**config.mk**
```make
export PLATFORM = sky130hd
export DESIGN_NAME = multicycle_control_fsm
export DESIGN_NICKNAME = d
export VERILOG_FILES = /design/src/rtl/mips_ctrl_pkg.sv /design/src/rtl/ctrl_output_decode.sv /design/src/rtl/multicycle_control_fsm.sv
export SDC_FILE = /design/constraint.sdc
export NUM_CORES = 1
export LEC_CHECK = 0
export CORE_MARGIN = 1
export CORE_UTILIZATION = 35
export CTS_CLUSTER_SIZE = 24
export DETAILED_ROUTE_END_ITERATION = 12
export DONT_BUFFER_PORTS = 1
export SLEW_MARGIN = 20
export SYNTH_ARGS = -nofsm -noshare
export SYNTH_HDL_FRONTEND = slang
export SYNTH_SLANG_ARGS = --single-unit
```
**constraint.sdc**
```tcl
create_clock -name clk -period 2.1 [get_ports clk]
set_input_delay 0.21 -clock clk [delete_from_list [all_inputs] [get_ports clk]]
set_output_delay 0.21 -clock clk [all_outputs]
set_load 0.005 [all_outputs]
```
**src/rtl/mips_ctrl_pkg.sv**
```systemverilog
`default_nettype none
// ============================================================================
// Module   : mips_ctrl_pkg
// Brief    : Shared constants for the multi-cycle MIPS control path: opcodes,
//            ALU operation codes, datapath select codes, state encodings and
//            the packed control vector driven into the datapath.
// Revision : 1.0 - initial release
// ============================================================================
package mips_ctrl_pkg;

    // Primary opcodes (instr[31:26])
    localparam logic [5:0] OP_RTYPE = 6'b000000;
    localparam logic [5:0] OP_LW    = 6'b100011;
    localparam logic [5:0] OP_SW    = 6'b101011;
    localparam logic [5:0] OP_BEQ   = 6'b000100;
    localparam logic [5:0] OP_ORI   = 6'b001101;
    localparam logic [5:0] OP_J     = 6'b000010;

    // ALUOp codes consumed by the ALU control block
    localparam logic [1:0] ALUOP_ADD   = 2'b00;
    localparam logic [1:0] ALUOP_SUB   = 2'b01;
    localparam logic [1:0] ALUOP_FUNCT = 2'b10;
    localparam logic [1:0] ALUOP_OR    = 2'b11;

    // ALU B-operand select
    localparam logic [1:0] SRCB_RT      = 2'b00;
    localparam logic [1:0] SRCB_FOUR    = 2'b01;
    localparam logic [1:0] SRCB_IMM     = 2'b10;
    localparam logic [1:0] SRCB_IMM_SH2 = 2'b11;

    // PC source select
    localparam logic [1:0] PCSRC_ALU    = 2'b00;
    localparam logic [1:0] PCSRC_ALUOUT = 2'b01;
    localparam logic [1:0] PCSRC_JUMP   = 2'b10;

    // Sequencer state encodings (codes 13..15 are unused)
    localparam int unsigned STATE_CODE_W = 4;
    localparam logic [3:0] ST_FETCH  = 4'd0;
    localparam logic [3:0] ST_DECODE = 4'd1;
    localparam logic [3:0] ST_MEMADR = 4'd2;
    localparam logic [3:0] ST_MEMRD  = 4'd3;
    localparam logic [3:0] ST_MEMWB  = 4'd4;
    localparam logic [3:0] ST_MEMWR  = 4'd5;
    localparam logic [3:0] ST_EXEC   = 4'd6;
    localparam logic [3:0] ST_RWB    = 4'd7;
    localparam logic [3:0] ST_BEQ    = 4'd8;
    localparam logic [3:0] ST_ORIEX  = 4'd9;
    localparam logic [3:0] ST_ORIWB  = 4'd10;
    localparam logic [3:0] ST_JUMP   = 4'd11;
    localparam logic [3:0] ST_HALT   = 4'd12;

    // Full set of datapath controls produced each cycle
    typedef struct packed {
        logic       pc_write;
        logic       pc_write_cond;
        logic       iord;
        logic       mem_read;
        logic       mem_write;
        logic       ir_write;
        logic       mem_to_reg;
        logic       reg_dst;
        logic       reg_write;
        logic       alu_src_a;
        logic [1:0] alu_src_b;
        logic [1:0] alu_op;
        logic [1:0] pc_source;
    } ctrl_vec_t;

endpackage : mips_ctrl_pkg
`default_nettype wire

```
**src/rtl/ctrl_output_decode.sv**
```systemverilog
`default_nettype none
// ============================================================================
// Module   : ctrl_output_decode
// Brief    : Combinational map from sequencer state (plus mem_ready for the
//            Mealy fetch enables) to the datapath control vector.
// Revision : 1.0 - initial release
// ============================================================================
module ctrl_output_decode
    import mips_ctrl_pkg::*;
#(
    parameter int unsigned STATE_W = 4   // must be >= STATE_CODE_W
) (
    input  logic [STATE_W-1:0] i_state,
    input  logic               i_mem_ready,
    output ctrl_vec_t          o_ctrl
);

    // Per-state control decode; anything not set stays 0 (HALT and unused codes)
    always_comb begin
        o_ctrl = '0;
        case (i_state)
            STATE_W'(ST_FETCH): begin
                o_ctrl.mem_read  = 1'b1;
                o_ctrl.alu_src_b = SRCB_FOUR;
                o_ctrl.alu_op    = ALUOP_ADD;
                o_ctrl.pc_source = PCSRC_ALU;
                // IR and PC only update on the cycle memory delivers the word
                o_ctrl.ir_write  = i_mem_ready;
                o_ctrl.pc_write  = i_mem_ready;
            end
            STATE_W'(ST_DECODE): begin
                o_ctrl.alu_src_b = SRCB_IMM_SH2;
                o_ctrl.alu_op    = ALUOP_ADD;
            end
            STATE_W'(ST_MEMADR): begin
                o_ctrl.alu_src_a = 1'b1;
                o_ctrl.alu_src_b = SRCB_IMM;
                o_ctrl.alu_op    = ALUOP_ADD;
            end
            STATE_W'(ST_MEMRD): begin
                o_ctrl.mem_read = 1'b1;
                o_ctrl.iord     = 1'b1;
            end
            STATE_W'(ST_MEMWB): begin
                o_ctrl.reg_write  = 1'b1;
                o_ctrl.mem_to_reg = 1'b1;
            end
            STATE_W'(ST_MEMWR): begin
                o_ctrl.mem_write = 1'b1;
                o_ctrl.iord      = 1'b1;
            end
            STATE_W'(ST_EXEC): begin
                o_ctrl.alu_src_a = 1'b1;
                o_ctrl.alu_src_b = SRCB_RT;
                o_ctrl.alu_op    = ALUOP_FUNCT;
            end
            STATE_W'(ST_RWB): begin
                o_ctrl.reg_write = 1'b1;
                o_ctrl.reg_dst   = 1'b1;
            end
            STATE_W'(ST_BEQ): begin
                o_ctrl.alu_src_a     = 1'b1;
                o_ctrl.alu_src_b     = SRCB_RT;
                o_ctrl.alu_op        = ALUOP_SUB;
                o_ctrl.pc_write_cond = 1'b1;
                o_ctrl.pc_source     = PCSRC_ALUOUT;
            end
            STATE_W'(ST_ORIEX): begin
                o_ctrl.alu_src_a = 1'b1;
                o_ctrl.alu_src_b = SRCB_IMM;
                o_ctrl.alu_op    = ALUOP_OR;
            end
            STATE_W'(ST_ORIWB): begin
                o_ctrl.reg_write = 1'b1;
            end
            STATE_W'(ST_JUMP): begin
                o_ctrl.pc_write  = 1'b1;
                o_ctrl.pc_source = PCSRC_JUMP;
            end
            default: ;
        endcase
    end

endmodule : ctrl_output_decode
`default_nettype wire

```
**src/rtl/multicycle_control_fsm.sv**
```systemverilog
`default_nettype none
// ============================================================================
// Module   : multicycle_control_fsm
// Brief    : Multi-cycle MIPS control sequencer (R-type, lw, sw, beq, ori, j)
//            with a single memory-ready stall and a sticky illegal flag.
// Revision : 1.0 - initial release
// ============================================================================
module multicycle_control_fsm
    import mips_ctrl_pkg::*;
#(
    parameter int unsigned STATE_W = 4,     // must be >= STATE_CODE_W
    parameter bit          JUMP_EN = 1'b1
) (
    input  logic               clk,
    input  logic               reset,
    input  logic [5:0]         opcode,
    input  logic               mem_ready,
    output logic               PCWrite,
    output logic               PCWriteCond,
    output logic               IorD,
    output logic               MemRead,
    output logic               MemWrite,
    output logic               IRWrite,
    output logic               MemtoReg,
    output logic               RegDst,
    output logic               RegWrite,
    output logic               ALUSrcA,
    output logic [1:0]         ALUSrcB,
    output logic [1:0]         ALUOp,
    output logic [1:0]         PCSource,
    output logic               illegal,
    output logic [STATE_W-1:0] dbg_state
);

    localparam logic [STATE_W-1:0] c_fetch  = STATE_W'(ST_FETCH);
    localparam logic [STATE_W-1:0] c_decode = STATE_W'(ST_DECODE);
    localparam logic [STATE_W-1:0] c_memadr = STATE_W'(ST_MEMADR);
    localparam logic [STATE_W-1:0] c_memrd  = STATE_W'(ST_MEMRD);
    localparam logic [STATE_W-1:0] c_memwb  = STATE_W'(ST_MEMWB);
    localparam logic [STATE_W-1:0] c_memwr  = STATE_W'(ST_MEMWR);
    localparam logic [STATE_W-1:0] c_exec   = STATE_W'(ST_EXEC);
    localparam logic [STATE_W-1:0] c_rwb    = STATE_W'(ST_RWB);
    localparam logic [STATE_W-1:0] c_beq    = STATE_W'(ST_BEQ);
    localparam logic [STATE_W-1:0] c_oriex  = STATE_W'(ST_ORIEX);
    localparam logic [STATE_W-1:0] c_oriwb  = STATE_W'(ST_ORIWB);
    localparam logic [STATE_W-1:0] c_jump   = STATE_W'(ST_JUMP);
    localparam logic [STATE_W-1:0] c_halt   = STATE_W'(ST_HALT);

    logic [STATE_W-1:0] r_state;
    logic [STATE_W-1:0] w_next_state;
    logic [5:0]         r_opcode;
    logic               r_illegal;
    logic               w_set_illegal;
    ctrl_vec_t          w_ctrl;

    // State register, DECODE-time opcode capture and sticky illegal flag
    always_ff @(posedge clk) begin
        if (reset) begin
            r_state   <= c_fetch;
            r_opcode  <= OP_RTYPE;
            r_illegal <= 1'b0;
        end else begin
            r_state <= w_next_state;
            if (r_state == c_decode) begin
                r_opcode <= opcode;
            end
            if (w_set_illegal) begin
                r_illegal <= 1'b1;
            end
        end
    end

    // Next-state sequencing; the opcode port is only looked at in DECODE
    always_comb begin
        w_next_state  = c_fetch;
        w_set_illegal = 1'b0;
        case (r_state)
            c_fetch:  w_next_state = mem_ready ? c_decode : c_fetch;
            c_decode: begin
                case (opcode)
                    OP_RTYPE:     w_next_state = c_exec;
                    OP_LW, OP_SW: w_next_state = c_memadr;
                    OP_BEQ:       w_next_state = c_beq;
                    OP_ORI:       w_next_state = c_oriex;
                    OP_J: begin
                        if (JUMP_EN) begin
                            w_next_state = c_jump;
                        end else begin
                            w_next_state  = c_halt;
                            w_set_illegal = 1'b1;
                        end
                    end
                    default: begin
                        w_next_state  = c_halt;
                        w_set_illegal = 1'b1;
                    end
                endcase
            end
            // Only lw/sw reach MEMADR, so anything other than lw is a store
            c_memadr: w_next_state = (r_opcode == OP_LW) ? c_memrd : c_memwr;
            c_memrd:  w_next_state = mem_ready ? c_memwb : c_memrd;
            c_memwb:  w_next_state = c_fetch;
            c_memwr:  w_next_state = mem_ready ? c_fetch : c_memwr;
            c_exec:   w_next_state = c_rwb;
            c_rwb:    w_next_state = c_fetch;
            c_beq:    w_next_state = c_fetch;
            c_oriex:  w_next_state = c_oriwb;
            c_oriwb:  w_next_state = c_fetch;
            c_jump:   w_next_state = c_fetch;
            c_halt:   w_next_state = c_halt;
            default:  w_next_state = c_fetch;   // unused codes recover
        endcase
    end

    ctrl_output_decode #(
        .STATE_W (STATE_W)
    ) u_ctrl_output_decode (
        .i_state     (r_state),
        .i_mem_ready (mem_ready),
        .o_ctrl      (w_ctrl)
    );

    assign PCWrite     = w_ctrl.pc_write;
    assign PCWriteCond = w_ctrl.pc_write_cond;
    assign IorD        = w_ctrl.iord;
    assign MemRead     = w_ctrl.mem_read;
    assign MemWrite    = w_ctrl.mem_write;
    assign IRWrite     = w_ctrl.ir_write;
    assign MemtoReg    = w_ctrl.mem_to_reg;
    assign RegDst      = w_ctrl.reg_dst;
    assign RegWrite    = w_ctrl.reg_write;
    assign ALUSrcA     = w_ctrl.alu_src_a;
    assign ALUSrcB     = w_ctrl.alu_src_b;
    assign ALUOp       = w_ctrl.alu_op;
    assign PCSource    = w_ctrl.pc_source;
    assign illegal     = r_illegal;
    assign dbg_state   = r_state;

endmodule : multicycle_control_fsm
`default_nettype wire
```
Yosys cells after proc, flatten, opt, wreduce, memory -nomap -nowiden --
Cells that the tools add are included.
Storage, ports and cells: register bits 11, latch bits 0, RAM bits 0, memory bits (read-only) 0, input bits 9, output and inout port bits 21, word-level logic and storage cells 49, memories kept 0
Cells by class: $add $sub $neg 0, multipliers 0, divide/modulo/power cells 0, $lt $le $gt $ge 0, equal/unequal tests 18, shifts and indexed selects 0, muxes and demuxes 20, bitwise logic cells 0, reductions and logical operators 8
Operator list (number):
- $pmux 4 s8 | 1
- $pmux 4 s6 | 1
- $eq 4x4->1 const B | 5
- $pmux 4 s5 | 1
- $eq 6x6->1 const B | 3
- $eq 4x3->1 const B | 4
- $mux 1 | 12
- $mux 3 | 3
- $eq 4x2->1 const B | 2
- $eq 6x2->1 const B | 1
- $eq 6x3->1 const B | 1
- $eq 6x4->1 const B | 1
- $logic_not 6->1 | 1
- $reduce_or 2->1 | 3
- $reduce_or 6->1 | 1
- $eq 4x1->1 const B | 1
- $logic_not 4->1 | 1
- $pmux 2 s2 | 1
- $reduce_or 4->1 | 1
- $reduce_or 3->1 | 1
- $pmux 1 s2 | 1

Depth between registers and ports, before layout --
depth in word-level cells 4, gate-level depth with buffers 6, depth with buffers taken out 4

By module --
A second synthesis with hierarchy kept.
Unflattened totals: cell total of the unflattened synthesis 113, area total of the unflattened synthesis 874.6 um^2
Modules (own cells, without submodules):
- multicycle_control_fsm | times used 1, cells each 80, area an instance 675.6 um^2, seq. area each 220.2 um^2
- ctrl_output_decode | times used 1, cells each 33, area an instance 198.9 um^2, seq. area each 0.0 um^2

Worst setup path before layout --
Ideal clock, no wire load.
path type reg2reg, start register r_state[1], in the netlist dbg_state[1], end register r_state[0], in the netlist dbg_state[0], setup time 70 ps, arrival time 1663 ps, required time 2030 ps, slack 368 ps, stages on the path, launching flop included 7, buffers on the path 2, period minus slack after synthesis 1732 ps, cells stage by stage dfxtp_1 > nand2b_1 > buf_6 > or3_1 > buf_2 > or4_1 > a21oi_1
On the way: longest elaborated chain between the ends 2, elaborated cells between the ends (all ways) 9, those cells by class 7 x eq/ne; 1 x mux; 1 x reduce/logical
Ends and longest elaborated chain:
- from (decl) | RTL line multicycle_control_fsm.sv:49 | logic [STATE_W-1:0] r_state;
- from (signal assigned) | RTL line multicycle_control_fsm.sv:59 | r_state <= c_fetch;
- from (signal assigned) | RTL line multicycle_control_fsm.sv:63 | r_state <= w_next_state;
- $eq 4x4->1, or another cell as far along | RTL line multicycle_control_fsm.sv:77 | case (r_state)
- $pmux 4 s8 * | RTL line multicycle_control_fsm.sv:77
Mark *: on every way between the ends. The rest lies on a longest branch, timed or not. A chain may end at the register's enable or synchronous reset.

Worst setup path in the final report --
start register r_state[3], in the netlist dbg_state[3], end output PCWrite
On the way: longest elaborated chain between the ends 2, elaborated cells between the ends (all ways) 3, those cells by class 1 x eq/ne; 1 x mux; 1 x reduce/logical
Ends and longest elaborated chain:
- $eq 4x4->1 or $logic_not 4->1 (tied branches) | RTL line ctrl_output_decode.sv:21 | case (i_state)
- $pmux 1 s2 * | RTL line ctrl_output_decode.sv:21
- to (decl) | RTL line multicycle_control_fsm.sv:18 | output logic PCWrite,
Marks and branches as above.

==> flow_summary.ini <==
[detailed_routing]
postRouteAntennaNets = 0
wl_mm = 1.80
wire_per_inst_um = 13.0
vias = 758
drt_pre_antenna_iters = 4
post-route-drc-count = 0
drt_iter0_drc = 17
via_per_inst = 5.49

[timing]
drv_slew = 0
finClkSkew_ps = 0.981
finalCritPeriodShare = 0.863
setup_viol = 0
tightest_slew_ps = 527
hold_viol = 0
period_needed_ps = 1810
fmax_mhz = 552
rsz0062_at_grt = false
fin_ws_ps = 287
slew_headroom = 0.648
tns_ps = 0

[synthesis]
ys_ff_latch = 11
yosysTopAreaCellShare = 0.290
synth-compound-area-share = 0.259
yosysWarnings = 0
synth_xor_area_frac = 0.0346
synth_cell_types = 33
synthSimpleGateAreaFrac = 0.354
synth_edf_count = 0
synth_top_family_by_area = simple AND/OR/NAND/NOR gates
avgSynthCellArea_um2 = 6.97
ys_dominant_reg_cell = dfxtp_1
synth_fa_ha_area_frac = 0
synth-seq-area-share = 0.290
synthCells = 109
synth-async-reset-ratio = 0
synthesis.area_um2 = 759
syn_nets = 118
synthMuxAreaShare = 0
synth.largest_area_cell = dfxtp_1
synthTopCellsByArea = dfxtp_1, a21oi_1, nand2_1
yosys-top-cells-count = nand2_1, a21oi_1, dfxtp_1
yosysMostFrequentCell = nand2_1

[cells_and_area]
regArea_um2 = 220
area_growth_pct = 8.40
fin_nets = 121
fillers = 224
multi_input_area_um2 = 492
antenna_cells = 0
drive_gt1_frac = 0.0811
final_area_um2 = 823

[placement]
place_congestion = 0.748
dpl_cell_area_um2 = 787
dp_slack_ps = 391
place_hpwl_mm = 1.33
port_buffers = 0

[grt]
grt_overflow_total = 0
grt_max_degree = 18
grt_pass1_vias = 656
grtUsageTotal = 0.155
grt_antenna_before_repair = 0
grt_pass1_wl_mm = 2.81

[worst_setup_path]
cp_data_arrival_time_ps = 1600
path_max_fanout = 17
critPathKind = reg2out
startpoint_type = flip-flop
worst_setup_path_end_kind = primary output
required_ps = 1890

[pwr]
power_frac_comb = 0.292
peakVddDrop_uv = 311
p_per_area_nw_per_um2 = 677
leakage_nw = 0.286
power_frac_seq = 0.450
p_switching_mw = 0.189
clkPwrFrac = 0.258
internal_power_mw = 0.369
p_sw_frac = 0.339

[floorplanning]
core_um2 = 2000
num_rows = 16
io_pins = 30
die-area_um2 = 2360
initial_core_util = 0.379
die_h_um = 48.6
die_w_um = 48.6

[clock_network]
cts_resized = 0
cts_root_buffer = clkbuf_4
h-tree-depth = 1
clockBufferDepth = 2
numClockSinks = 11
cts_tree = built
clk_pin_slew_ps = 60
cts_buffers = 3
cts_setup_buffers = 0
clk_latency_ps = 270

[status]
status = finished clean

[worst_hold_path]
hold_path.class = in2reg

[flow_run]
drv_cap = 0
[power by group through the flow]
stage / logic [mW] / clock network, mW / registers [mW]
CTS: 0.164 / 0.149 / 0.251
finish: 0.163 / 0.144 / 0.251
global placement: 0.158 / 0 / 0.255
floorplan: 0.138 / 0 / 0.250
detailed placement: 0.160 / 0 / 0.255
global route: 0.182 / 0.158 / 0.255
[worst max-delay path: stages (launching register included)]
cell and delay [ps]:
dfxtp_1 650, nor3_1 150, and3b_1 220, or2_2 310
[state kept, by name (all words and copies together), names as in the netlist]
name / flops
r_opcode: 6
illegal: 1
dbg_state: 4
[stage by stage]
step           cells  hold WS, ps  power (mW)   util
6_report         138         42.6       0.558  0.411
3_3_place_gp     133          280       0.413  0.393
2_1_floorplan    109          346       0.388      -
5_1_grt          138         35.8       0.596  0.411
3_5_place_dp     133          283       0.416  0.393
4_1_cts          138         32.0       0.564  0.411
[cell type report]
class,instances,share of cell area
clock buffer,4,0.0319
inverter,3,0.0137
multi-input combinational,88,0.597
sequential,11,0.267
tap,27,0.0410
timing repair buffer,5,0.0486
[routing by layer]
| metal | wire length, µm | global-route usage | vias to the layer above |
|---|---|---|---|
| li1 | - | - | 397 |
| met1 | 886 | 0.218 | 333 |
| met2 | 778 | 0.209 | 23 |
| met3 | 90 | 0.0314 | 5 |
| met4 | 42 | 0.103 | 0 |
| met5 | 0 | 0 | - |
[logic make-up (layout without fill, tap and decap cells)]
logic type      Yosys count  after routing
flops                    11             11
simple gates             53             53
xor+xnor                  3              3
compound gates           32             32
buf+inv                  10             12
[cell usage in the layout (no fill, tap or decap), types with 3 or more instances in the layout]
cell type	n
nand2_1	18
a21oi_1	17
dfxtp_1	11
nor3_1	8
nand2b_1	8
nor2_1	6
buf_4	4
inv_1	3
o31ai_1	3
clkbuf_4	3
[worst paths after layout]
kind | from | slack, ps | endpoint | depth (start not counted)
setup / recovery | dbg_state[3] | 290 | PCWrite | 3
hold / removal | reset | 40 | illegal | 1
setup reg to reg | dbg_state[1] | 370 | dbg_state[0] | 4
hold reg to reg | r_opcode[2] | 460 | r_opcode[2] | 2
[what timing repair did]
item | 4_1_cts | 5_1_grt
endpoints found under the setup margin | 0 | 0
hold buffers | 1 | 0
endpoints found under the hold margin | 6 | 0
Note: power is estimated with default switching activity, not from simulation.
